<file path="src/rtl/imem_loader_pkg.sv">
`default_nettype none
// ============================================================================
// Module   : imem_loader_pkg
// Purpose  : Shared types and constants for the instruction-memory loader.
//            Holds the loader FSM state encoding, stream framing constants
//            and the word-index to byte-address helper.
// Ports    : none (package)
// Revision : 1.0 - initial release
// ============================================================================
package imem_loader_pkg;

  typedef enum logic [2:0] {
    IDLE   = 3'd0,
    LEN_HI = 3'd1,
    LEN_LO = 3'd2,
    DATA   = 3'd3,
    WRITE  = 3'd4,
    DONE   = 3'd5,
    ERROR  = 3'd6
  } state_t;

  localparam int HEADER_BYTES   = 2;
  localparam int BYTES_PER_WORD = 4;

  // Byte address of word number idx; wraps modulo 2^32.
  function automatic logic [31:0] word_addr(input logic [31:0] base,
                                            input logic [15:0] idx);
    return base + {14'b0, idx, 2'b00};
  endfunction

endpackage
`default_nettype wire

</file>
<file path="src/rtl/imem_loader_word_assembler.sv">
`default_nettype none
// ============================================================================
// Module   : word_assembler
// Purpose  : Big-endian word builder. Each accepted byte is shifted in at the
//            LSB end, so the first byte of a word ends up in bits [31:24].
// Ports    : clk, reset     - clock, async active-high reset
//            shift_en       - shift i_byte into the buffer, bump byte counter
//            clear          - zero the buffer and byte counter
//            i_byte         - incoming stream byte
//            o_word         - current buffer contents
//            o_next_word    - buffer value after shifting in i_byte
//            word_full      - the next shift completes a word
// Revision : 1.0 - initial release
// ============================================================================
module word_assembler
  import imem_loader_pkg::*;
(
  input  logic        clk,
  input  logic        reset,
  input  logic        shift_en,
  input  logic        clear,
  input  logic [7:0]  i_byte,
  output logic [31:0] o_word,
  output logic [31:0] o_next_word,
  output logic        word_full
);

  logic [31:0] r_buf;
  logic [1:0]  r_cnt;
  logic [31:0] w_next;

  assign w_next = {r_buf[23:0], i_byte};

  always_ff @(posedge clk or posedge reset) begin
    if (reset) begin
      r_buf <= 32'h0;
      r_cnt <= 2'd0;
    end else if (clear) begin
      r_buf <= 32'h0;
      r_cnt <= 2'd0;
    end else if (shift_en) begin
      r_buf <= w_next;
      r_cnt <= r_cnt + 2'd1;
    end
  end

  // Asserted while the counter sits on the last byte slot, so the loader can
  // launch the write on the same edge that accepts the final byte.
  assign word_full   = (r_cnt == 2'(BYTES_PER_WORD - 1));
  assign o_word      = r_buf;
  assign o_next_word = w_next;

endmodule
`default_nettype wire

</file>
<file path="src/rtl/imem_loader.sv">
`default_nettype none
// ============================================================================
// Module   : imem_loader
// Purpose  : Receives a length-prefixed byte stream over valid/ready, packs
//            big-endian 32-bit words and writes them sequentially into the
//            instruction memory, holding the CPU while it does so.
// Ports    : clk, reset              - clock, async active-high reset
//            start                   - begin a download (IDLE/DONE/ERROR only)
//            byte_valid, byte_data   - byte source
//            byte_ready              - loader will take a byte this cycle
//            MemWrite, address,
//            write_data              - instruction memory write port
//            cpu_hold                - keeps the CPU PC disabled
//            busy, done, error       - status
//            word_count              - words written in this download
// Revision : 1.0 - initial release
// ============================================================================
module imem_loader
  import imem_loader_pkg::*;
#(
  parameter logic [31:0] BASE_ADDR = 32'h0000_0000,
  parameter int          MAX_WORDS = 256
) (
  input  logic        clk,
  input  logic        reset,
  input  logic        start,
  input  logic        byte_valid,
  input  logic [7:0]  byte_data,
  output logic        byte_ready,
  output logic        MemWrite,
  output logic [31:0] address,
  output logic [31:0] write_data,
  output logic        cpu_hold,
  output logic        busy,
  output logic        done,
  output logic        error,
  output logic [15:0] word_count
);

  localparam logic [31:0] c_MAX_WORDS = 32'(MAX_WORDS);

  state_t      r_state;
  logic [15:0] r_len;
  logic [15:0] r_word_count;
  logic [31:0] r_address;
  logic [31:0] r_write_data;
  logic        r_mem_write;
  logic        r_byte_ready;
  logic        r_cpu_hold;
  logic        r_busy;
  logic        r_done;
  logic        r_error;

  logic        w_xfer;
  logic        w_start_ok;
  logic [15:0] w_len;
  logic        w_len_over;
  logic        w_shift_en;
  logic        w_asm_clear;
  logic        w_word_full;
  logic [31:0] w_word;
  logic [31:0] w_next_word;

  assign w_xfer     = byte_valid && r_byte_ready;
  assign w_start_ok = start && ((r_state == IDLE) || (r_state == DONE) ||
                                (r_state == ERROR));
  // Full length as seen while the low header byte is on the bus.
  assign w_len      = {r_len[15:8], byte_data};
  assign w_len_over = ({16'h0, w_len} > c_MAX_WORDS);

  assign w_shift_en  = (r_state == DATA) && w_xfer;
  assign w_asm_clear = (r_state == WRITE) || w_start_ok;

  word_assembler u_asm (
    .clk         (clk),
    .reset       (reset),
    .shift_en    (w_shift_en),
    .clear       (w_asm_clear),
    .i_byte      (byte_data),
    .o_word      (w_word),
    .o_next_word (w_next_word),
    .word_full   (w_word_full)
  );

  always_ff @(posedge clk or posedge reset) begin
    if (reset) begin
      r_state      <= IDLE;
      r_len        <= 16'h0;
      r_word_count <= 16'h0;
      r_address    <= BASE_ADDR;
      r_write_data <= 32'h0;
      r_mem_write  <= 1'b0;
      r_byte_ready <= 1'b0;
      r_cpu_hold   <= 1'b0;
      r_busy       <= 1'b0;
      r_done       <= 1'b0;
      r_error      <= 1'b0;
    end else begin
      r_mem_write <= 1'b0;
      case (r_state)
        IDLE, DONE, ERROR: begin
          if (start) begin
            r_state      <= LEN_HI;
            r_word_count <= 16'h0;
            r_done       <= 1'b0;
            r_error      <= 1'b0;
            r_byte_ready <= 1'b1;
            r_cpu_hold   <= 1'b1;
            r_busy       <= 1'b1;
          end
        end
        LEN_HI: begin
          if (w_xfer) begin
            r_len[15:8] <= byte_data;
            r_state     <= LEN_LO;
          end
        end
        LEN_LO: begin
          if (w_xfer) begin
            r_len[7:0] <= byte_data;
            if (w_len == 16'h0) begin
              r_state      <= DONE;
              r_byte_ready <= 1'b0;
              r_cpu_hold   <= 1'b0;
              r_busy       <= 1'b0;
              r_done       <= 1'b1;
            end else if (w_len_over) begin
              r_state      <= ERROR;
              r_byte_ready <= 1'b0;
              r_busy       <= 1'b0;
              r_error      <= 1'b1;
            end else begin
              r_state <= DATA;
            end
          end
        end
        DATA: begin
          // The write strobe and its address/data are registered on the edge
          // that takes the last byte, so they are valid throughout WRITE.
          if (w_xfer && w_word_full) begin
            r_state      <= WRITE;
            r_byte_ready <= 1'b0;
            r_mem_write  <= 1'b1;
            r_address    <= word_addr(BASE_ADDR, r_word_count);
            r_write_data <= w_next_word;
          end
        end
        WRITE: begin
          r_word_count <= r_word_count + 16'd1;
          if ((r_word_count + 16'd1) == r_len) begin
            r_state      <= DONE;
            r_cpu_hold   <= 1'b0;
            r_busy       <= 1'b0;
            r_done       <= 1'b1;
          end else begin
            r_state      <= DATA;
            r_byte_ready <= 1'b1;
          end
        end
        default: begin
          r_state      <= IDLE;
          r_byte_ready <= 1'b0;
          r_cpu_hold   <= 1'b0;
          r_busy       <= 1'b0;
        end
      endcase
    end
  end

  assign byte_ready = r_byte_ready;
  assign MemWrite   = r_mem_write;
  assign address    = r_address;
  assign write_data = r_write_data;
  assign cpu_hold   = r_cpu_hold;
  assign busy       = r_busy;
  assign done       = r_done;
  assign error      = r_error;
  assign word_count = r_word_count;

  // The buffer contents are only consumed through o_next_word.
  logic w_unused;
  assign w_unused = ^w_word;

endmodule
`default_nettype wire

</file>
<file path="config.mk">
export PLATFORM = sky130hd
export DESIGN_NAME = imem_loader
export DESIGN_NICKNAME = d
export VERILOG_FILES = /design/src/rtl/imem_loader_pkg.sv /design/src/rtl/imem_loader_word_assembler.sv /design/src/rtl/imem_loader.sv
export SDC_FILE = /design/constraint.sdc
export NUM_CORES = 1
export LEC_CHECK = 0
export CAP_MARGIN = 30
export CORE_MARGIN = 10
export CORE_UTILIZATION = 40
export DETAILED_ROUTE_END_ITERATION = 7
export SETUP_SLACK_MARGIN = 0.5
export SYNTH_ARGS = -nofsm -noshare
export SYNTH_HDL_FRONTEND = slang
export SYNTH_SLANG_ARGS = --single-unit
</file>
<file path="constraint.sdc">
create_clock -name clk -period 5.3 [get_ports clk]
set_input_delay 1.06 -clock clk [delete_from_list [all_inputs] [get_ports clk]]
set_output_delay 1.06 -clock clk [all_outputs]
set_load 0.01 [all_outputs]
</file>
# Word level (Yosys, flattened, before mapping)
# Cells that the tools add are included.
# Widths: inputs -> output; s select.
# classes
n_addsub,2
mul,0
div,0
order_cmp,1
eq_ne,18
n_shift,0
mux,37
bitwise,2
n_reduce_logical,25
# op_table
op,n
$mux 24,2
$pmux 16 s2,1
$mux 3,7
$reduce_and 5->1,4
$mux 1,18
$add 16x1->16 const B,1
$eq 16x16->1,1
$gt 16x9->1 const B,1
$logic_not 16->1,1
$mux 16,1
$pmux 3 s5,1
$ne 2x2->1 const B,7
$eq 3x3->1 const B,3
$pmux 1 s4,2
$reduce_and 2->1,4
$eq 3x2->1 const B,2
$reduce_and 6->1,1
$reduce_bool 2->1,3
$pmux 1 s5,1
$logic_and 1x1->1,4
$mux 2,2
$ne 2x1->1 const B,2
$reduce_and 4->1,1
$eq 3x1->1 const B,1
other kinds (11),14
# totals
ff_bits,115
latchBits,0
ram_bits,0
rom_bits,0
n_memories,0

# Logic depth before layout (Yosys ltp)
# Gate-level depths: netlist (run 1).
# logic_depth
word_depth,6
ltp_mapped,8
ltp_nobuf,7

# Modules after synthesis
# A second synthesis (run 1) with hierarchy kept.
# hier_totals
cells_unflattened,562
hier_area_um2,6226.0
# modules_own_cells
mod,n_inst,cells_per_inst,area_per_inst_um2
imem_loader,1,418,4563.1
word_assembler,1,144,1662.8

# Worst setup path before layout (run 1)
# Ideal clock, no wire load.
# synth_path
path_kind,input-to-reg
from,in byte_valid
to,"reg r_address[10], in the netlist address[10]"
setup_ps,125
arrival_time_ps,2434
t_required_ps,5175
setup_slack_ps,2742
path_stages,7
n_path_buf,2
cell_sequence,and2_1 -> clkbuf_1 -> nand2_1 -> nor2_1 -> nand2_1 -> buf_1 -> mux2_2
# synth_via
elab_chain_cells,3
# synth_rtl
element,line_no,text
from (decl),imem_loader.sv:27,"input logic byte_valid,"
$logic_and 1x1->1,imem_loader.sv:64,assign w_xfer = byte_valid && r_byte_ready;
$logic_and 1x1->1,imem_loader.sv:140,if (w_xfer && w_word_full) begin
$reduce_and 2->1 (no source line),-,
to (signal assigned),imem_loader.sv:144,"r_address <= word_addr(BASE_ADDR, r_word_count);"
to (decl),imem_loader.sv:45,logic [31:0] r_address;
# Every way passes these cells.
# A chain may end at the register's enable or synchronous reset.

# Worst setup path after layout (run 1)
# layout_path
from,"reg r_word_count[0], in the netlist word_count[0]"
to,reg r_state[1]
# layout_via
elab_chain_cells,4
# layout_rtl
element,line_no,text
from (decl),imem_loader.sv:44,logic [15:0] r_word_count;
from (signal assigned),imem_loader.sv:149,r_word_count <= r_word_count + 16'd1;
$add 16x1->16,imem_loader.sv:150,if ((r_word_count + 16'd1) == r_len) begin
$eq 16x16->1,imem_loader.sv:150,
$mux 3,imem_loader.sv:150,
$pmux 3 s5,imem_loader.sv:100,case (r_state)
to (signal assigned),imem_loader.sv:103,r_state <= LEN_HI;
to (signal assigned),imem_loader.sv:151,r_state <= DONE;
to (signal assigned),imem_loader.sv:156,r_state <= DATA;
to (decl),imem_loader.sv:42,state_t r_state;
# Every way passes these cells.

==> results of run 1 <==
[layout make-up]
cell class / instances / area share [%]
Sequential cell: 115 / 40.81
Multi-Input combinational cell: 364 / 33.62
Timing Repair Buffer: 86 / 12.31
Clock buffer: 24 / 6.973
Tap cell: 176 / 3.123
Clock inverter: 8 / 2.431
Inverter: 13 / 0.7275
[state kept, by name, indices dropped and copies added (netlist names), 2 cells and up]
| name | count |
|---|---|
| write_data | 32 |
| u_asm.o_word | 24 |
| address | 16 |
| r_len | 16 |
| word_count | 16 |
| r_state | 3 |
| u_asm.r_cnt | 2 |
[worst register-to-register path: cells and delay by family, from the launching register on]
| family | cells | cell delay (ns) |
|---|---|---|
| flip-flops | 1 | 0.56 |
| adder cells (fa/ha/maj) | 1 | 0.36 |
| XOR/XNOR | 1 | 0.18 |
| AO/OA/AOI/OAI | 1 | 0.18 |
| AND/OR/NAND/NOR | 4 | 1.66 |
[Yosys cell counts, drive strengths merged (7+ instances only)]
library cell  count  share of area, %
dfrtp           115                53
nand2            79               5.4
mux2             59                12
a21oi            43               3.9
o21ai            28               2.6
buf              26               3.0
nor2             23               1.6
clkbuf           17               1.2
inv              13              0.89
xnor2            13               2.1
nand3             9              0.82
nand4             7               1.1
nor3              7              0.94
xor2              7               1.1
[routing by layer]
layer,global-route usage [%],vias up,share of wire (%)
li1,-,1948,-
met1,19.42,1992,44
met2,23.54,113,46
met3,5.242,23,7.7
met4,6.850,0,2.1
met5,0,-,0
[metrics by stage]
stage               hold slack [ns]  setup WS, ns  utilization, %  area, um2  power (mW)
detailed placement           0.4775         1.889           48.05       6389       1.866
floorplan                    0.4806         1.196               -       5520       1.654
global route                 0.5120         1.995           53.04       7052       3.300
CTS                          0.4966         2.196           53.04       7052       3.153
global placement             0.4683         1.593           47.79       6354       1.852
finish                       0.4908         2.217           53.04       7052       3.122
[power groups by stage]
stage / registers, mW / clock network (mW) / logic [mW]
6_report: 1.15 / 1.27 / 0.702
5_1_grt: 1.17 / 1.34 / 0.794
4_1_cts: 1.15 / 1.29 / 0.710
3_5_place_dp: 1.16 / 0 / 0.702
3_3_place_gp: 1.16 / 0 / 0.690
2_1_floorplan: 1.10 / 0 / 0.558
[cells by family after synthesis]
| family | count (synthesis) | synth area share [%] |
|---|---|---|
| adders and majority gates | 2 | 0.4579 |
| muxes | 61 | 12.53 |
| other | 1 | 0.06863 |
| and+or+nand+nor | 158 | 14.29 |
| AOI/OAI and AO/OA | 107 | 11.72 |
| buffers and inverters | 56 | 5.061 |
| xor gates and xnor gates | 20 | 3.206 |
| DFF | 115 | 52.67 |
[path summary, 6_finish.rpt]
path | from | end | slack (ns) | depth (start not counted)
worst max-delay path | word_count[0] | r_state[1] | 2.22 | 7
worst min-delay path | error | error | 0.49 | 2
worst max register to register | word_count[0] | r_state[1] | 2.22 | 7
worst min register to register | error | error | 0.49 | 2
max in group asynchronous | reset | write_data[16] | 3.28 | 3
min in group asynchronous | reset | write_data[27] | 1.09 | 2
==> summary.txt, run 1 <==
Clocking
  – Clock Path Buffers: 2
  – Post_cts resized: 0
  – Skew-Pair Late Insertion Delay: 0.42 ns
  – Root Buffer: clkbuf_16
  – CTS Buf Count: 17
  – Post-CTS Setup Bufs: 0
  – Clock transition at path regs: 0.05 ns
  – CTS Sinks: 115
  – Htree depth: 4
  – TritonCTS clock tree: done
  – Number of hold buffers added after cts: 0

Cells and area
  – Filler cells: 1204
  – FF+latch area: 0.002878 mm2
  – Syn-to-layout area delta: 29.06%
  – Post-Layout Cell Count: 786
  – Nets: 611
  – Commonest non-fill, non-tap cell in the layout: dfrtp_1
  – Commonest non-fill, non-tap cells in the layout: 115 x dfrtp_1, 81 x clkdlybuf4s50_1, 78 x nand2_1
  – Inserted Diodes: 0
  – Fraction of final layout cells sized beyond drive strength 1: 17.38%
  – Area of the multi-input gates: 0.002371 mm2

Synth
  – Mapped Area: 0.005464 mm2
  – Flops & latches, synth: 115
  – Main synth FF type: dfrtp_1
  – Seq/Total Area, Yosys: 52.67%
  – Ys async rst share: 100.0%
  – Gate Count Post-Synth: 520
  – Syn avg cell area: 10.51 um2
  – Yosys synthesis warning count: 0
  – Netlist cell types: 57
  – Post-synth EDFFs: 0

Pwr
  – Int Pwr: 2.181 mW
  – Comb power frac: 22.5%
  – Net Sw Power: 940.8 uW
  – Max IR drop VDD: 0.0002063 V
  – LEAKAGE: 3.136 nW
  – Pwr Density: 442.8 mW/mm2
  – Switching part of the total power: 30.13%
  – Clock Power Share: 40.8%
  – Seq pwr share: 36.7%

Routing
  – First-pass detailed-route iteration total: 4
  – Vias per cell: 5.186
  – DRC Markers: 0
  – Via count: 4076
  – Post-DRT Antenna Nets: 0
  – Final WL: 13650 um
  – DR iter-0 viols: 298
  – Routed wire per std cell: 17.37 um

Outcome
  – Status: complete, no violations

Setup path
  – Crit-path slowest cell: dfrtp_1
  – Crit path capture type: flop
  – CP required: 5.57 ns
  – Crit Path Class: flop to flop
  – Worst path bufs/invs: 0
  – Worst Path Max Fanout: 11
  – CP arrival: 3.35 ns
  – Startpoint Class: flop
  – CP peak stage delay: 0.56 ns
  – Cell family with most CP delay: simple AND/OR/NAND/NOR gates
  – Crit-path cells: ha_1 -> and4_1 -> nand4_1 -> xnor2_1 -> or4_4 -> nor4_4 -> a41oi_1

Floorplan
  – CORE AREA: 0.01330 mm2
  – Die area: 0.01873 mm2
  – IO Pins: 98
  – DIE HEIGHT: 136.9 um
  – Initial Util: 41.10%
  – Chip width: 136.9 um
  – # rows: 42

STA
  – Final setup violation count: 0
  – Min Clock Period, post-route: 3.083 ns
  – Unrepaired setup endpoints after global routing: false
  – Worst slew margin: 34.05%
  – Final worst-path cycle share: 58.17%
  – Slew at the pin closest to its max-slew limit: 0.9893 ns
  – Fin. Hold Viols: 0
  – Final Slew Violations: 0
  – Achievable Freq: 324.3 MHz
  – Final setup TNS: 0 ns
  – Clk_skew: 0.007789 ns

Global routing
  – Total grt overflow: 0
  – Vias in the first global route: 4281
  – Initial antenna violation count: 0
  – All-Layer GR Usage: 15.42%
  – Largest net degree at the start of global routing: 46
  – First-pass GRT wire length: 22760 um

Hold path
  – Worst min-delay path category: flop to flop

Placed design
  – Hpwl dp: 9683 um
  – Final GP Congestion: 0.8469
  – Buffers on Ports: 81
  – Placed cells: 754

Flow run
  – Total of max-cap violations: 0
No activity file was read; power rests on OpenSTA's default activity.
==> run 2, diff against run 1 <==
--- a/config.mk
+++ b/config.mk
@@ -9,6 +9,7 @@
 export CORE_MARGIN = 10
 export CORE_UTILIZATION = 40
 export DETAILED_ROUTE_END_ITERATION = 7
+export PLACE_DENSITY = 0.66
 export SETUP_SLACK_MARGIN = 0.5
 export SYNTH_ARGS = -nofsm -noshare
 export SYNTH_HDL_FRONTEND = slang
==> constraint.sdc (replaced) <==
create_clock -name clk -period 2.7 [get_ports clk]
set_input_delay 0.54 -clock clk [delete_from_list [all_inputs] [get_ports clk]]
set_output_delay 0.54 -clock clk [all_outputs]
set_load 0.01 [all_outputs]
==> run 2 against run 1 <==
Effect of this change: sequential power increased by 97%; routed wire length increased by 3.7%; sequential share of layout area decreased by 1.6 points; die area unchanged; clock skew increased by 0.0027 ns; fmax increased by 39%; first-iteration DRC count increased by 22%; non-clock buffer count increased by 35; cell count increased by 4.5%.
==> summary.txt, run 2 (synthesis results as in run 1) <==
Setup path
  – Crit-path slowest cell: dfrtp_2
  – CP required: 2.97 ns (-2.60 ns)
  – Startpoint Class: flop
  – Crit Path Class: flop to flop
  – Crit-path cells: ha_4 -> and4_4 -> nand4_1 -> xnor2_1 -> or4_4 -> nor4_4 -> buf_6 -> a41oi_1
  – Worst Path Max Fanout: 6 (-5)
  – Worst R2R End: r_state[1]
  – R2R Path Start: word_count[1]
  – CP peak stage delay: 0.44 ns (-0.12 ns)
  – R2r worst-path depth: 8 (+1)
  – Critical path depth: 8 (+1)
  – R2r setup slk: 0.49 ns (-1.73 ns)
  – Worst path bufs/invs: 1 (+1)
  – CP arrival: 2.48 ns (-0.87 ns)
  – Cell family with most CP delay: simple AND/OR/NAND/NOR gates
  – Crit path capture type: flop

Cells and area
  – FF+latch area: 0.002892 mm2 (+0.48%)
  – Fin util: 55.49% (+2.4 points)
  – Inserted Diodes: 0 (unchanged)
  – Design Area, Final: 0.007377 mm2 (+4.6%)
  – Largest register FFs: 32 (unchanged)
  – Syn-to-layout area delta: 35.01%
  – Nets: 646 (+5.7%)
  – Fraction of final layout cells sized beyond drive strength 1: 26.51% (+9.1 points)
  – Area of the multi-input gates: 0.002464 mm2 (+3.9%)
  – Commonest non-fill, non-tap cell in the layout: dfrtp_1
  – Filler cells: 1158 (-3.8%)
  – Commonest non-fill, non-tap cells in the layout: 104 x dfrtp_1, 80 x clkdlybuf4s50_1, 78 x nand2_1

Flow run
  – Total of max-cap violations: 0 (unchanged)

STA
  – Min Clock Period, post-route: 2.212 ns (-0.8715 ns)
  – Achievable Freq: 452.1 MHz (+39%)
  – Hold_ws: 0.4859 ns (-0.004897 ns)
  – Final Slew Violations: 0 (unchanged)
  – Fin. Hold Viols: 0 (unchanged)
  – Final setup violation count: 0 (unchanged)
  – Slew at the pin closest to its max-slew limit: 0.5932 ns (-0.3961 ns)
  – Worst slew margin: 60.46% (+26 points)
  – Final worst-path cycle share: 81.91% (+24 points)
  – Unrepaired setup endpoints after global routing: true
  – Clk_skew: 0.01047 ns (+0.002683 ns)
  – Setup ws final: 0.4883 ns (-1.729 ns)

Placed design
  – Area after DPL: 0.006578 mm2 (+3.0%)
  – Buffers on Ports: 81 (unchanged)
  – Place WS: -0.005809 ns (-1.894 ns)
  – Final GP Congestion: 0.8739 (+3.2%)
  – Hpwl dp: 9898 um (+2.2%)

Hold path
  – Hold Crit Endpoint: address[16]
  – Worst min-delay path category: flop to flop
  – Hold path depth: 2 (unchanged)
  – Hold_sp: address[16]

Routing
  – Routed wire per std cell: 17.25 um (-0.70%)
  – Final WL: 14160 um (+3.7%)
  – Vias per cell: 5.262 (+1.5%)
  – DR iter-0 viols: 364 (+22%)
  – DRC Markers: 0 (unchanged)
  – Post-DRT Antenna Nets: 0 (unchanged)
  – Via count: 4320 (+6.0%)
  – First-pass detailed-route iteration total: 4 (unchanged)

Floorplan
  – DIE HEIGHT: 136.9 um (unchanged)
  – Chip width: 136.9 um (unchanged)
  – # rows: 42 (unchanged)
  – Initial Util: 41.10% (unchanged)
  – CORE AREA: 0.01330 mm2 (unchanged)
  – Die area: 0.01873 mm2 (unchanged)
  – IO Pins: 98 (unchanged)

Clocking
  – TritonCTS clock tree: done
  – Clock transition at path regs: 0.05 ns (about the same)
  – Skew-Pair Late Insertion Delay: 0.42 ns (about the same)
  – Clock Path Buffers: 2 (unchanged)
  – Htree depth: 4 (unchanged)
  – CTS Sinks: 115 (unchanged)
  – CTS Buf Count: 17 (unchanged)
  – Root Buffer: clkbuf_16
  – Number of hold buffers added after cts: 0 (unchanged)

Global routing
  – First-pass GRT wire length: 23450 um (+3.0%)
  – Largest net degree at the start of global routing: 63 (+37%)
  – Vias in the first global route: 4509 (+5.3%)
  – All-Layer GR Usage: 15.73% (+0.31 points)
  – Total grt overflow: 0 (unchanged)
  – Initial antenna violation count: 0 (unchanged)

Pwr
  – PnR Total Power: 5.997 mW (+92%)
  – Max IR drop VDD: 0.0004193 V (+100%)
  – LEAKAGE: 3.273 nW (+4.4%)
  – Pwr Density: 812.9 mW/mm2 (+84%)

Outcome
  – Status: complete, no violations
run 2: area by class of cell:
| cell class | instances | share of cell area [%] |
|---|---|---|
| clock buffer | 17 | 5.767 |
| timing repair buffer | 121 | 15.71 |
| clock inverter | 15 | 2.188 |
| multi-input combinational | 364 | 33.40 |
| sequential | 115 | 39.20 |
| inverter | 13 | 0.7632 |
| tap | 176 | 2.985 |
run 2: tightest hold or removal path: stages (launching register included):
cell,delay [ns]
dfrtp_1,0.34
nand2_1,0.05
o21ai_0,0.06
run 2: repair_timing:
| action | CTS | global route |
|---|---|---|
| endpoints found under the setup margin | 7 | 19 |
| endpoints found under the hold margin | 0 | 0 |
| pin swaps | 3 | 7 |
| setup buffers | 11 | 4 |
| gates resized for setup | 12 | 19 |
run 2: report_power, final:
part,total [mW],leakage [nW],internal (mW),switching (mW)
clock,2.19,0.264,1.36,0.828
sequential,2.26,1.54,1.95,0.303
combinational,1.55,1.47,0.699,0.854
run 2: worst max path at each step:
stage,start,endpoint,slack (ns)
after floorplan,word_count[0],r_state[1],0.51
after global placement,byte_data[0],byte_ready,0.06
after detailed placement,byte_data[0],byte_ready,-0.006
after CTS,word_count[0],r_state[1],0.50
after global routing,word_count[0],r_state[1],0.38
final,word_count[1],r_state[1],0.49
run 2: per-stage QoR:
| stage | instances | TNS [ns] |
|---|---|---|
| final | 821 | 0 |
| after CTS | 817 | 0 |
| after global placement | 774 | 0 |
| after global routing | 821 | 0 |
| after detailed placement | 774 | -0.005809 |
| after floorplan | 535 | 0 |
run 2: layer usage:
metal  up-vias  track usage [%]  part of all wire, %  routed length [um]
met2       158            24.80                   48                6761
met1      2118            19.45                   43                6128
met5         -                0                    0                   0
li1       2022                -                    -                   -
met3        22            4.912                  7.4                1050
met4         0            6.909                  1.6                 220
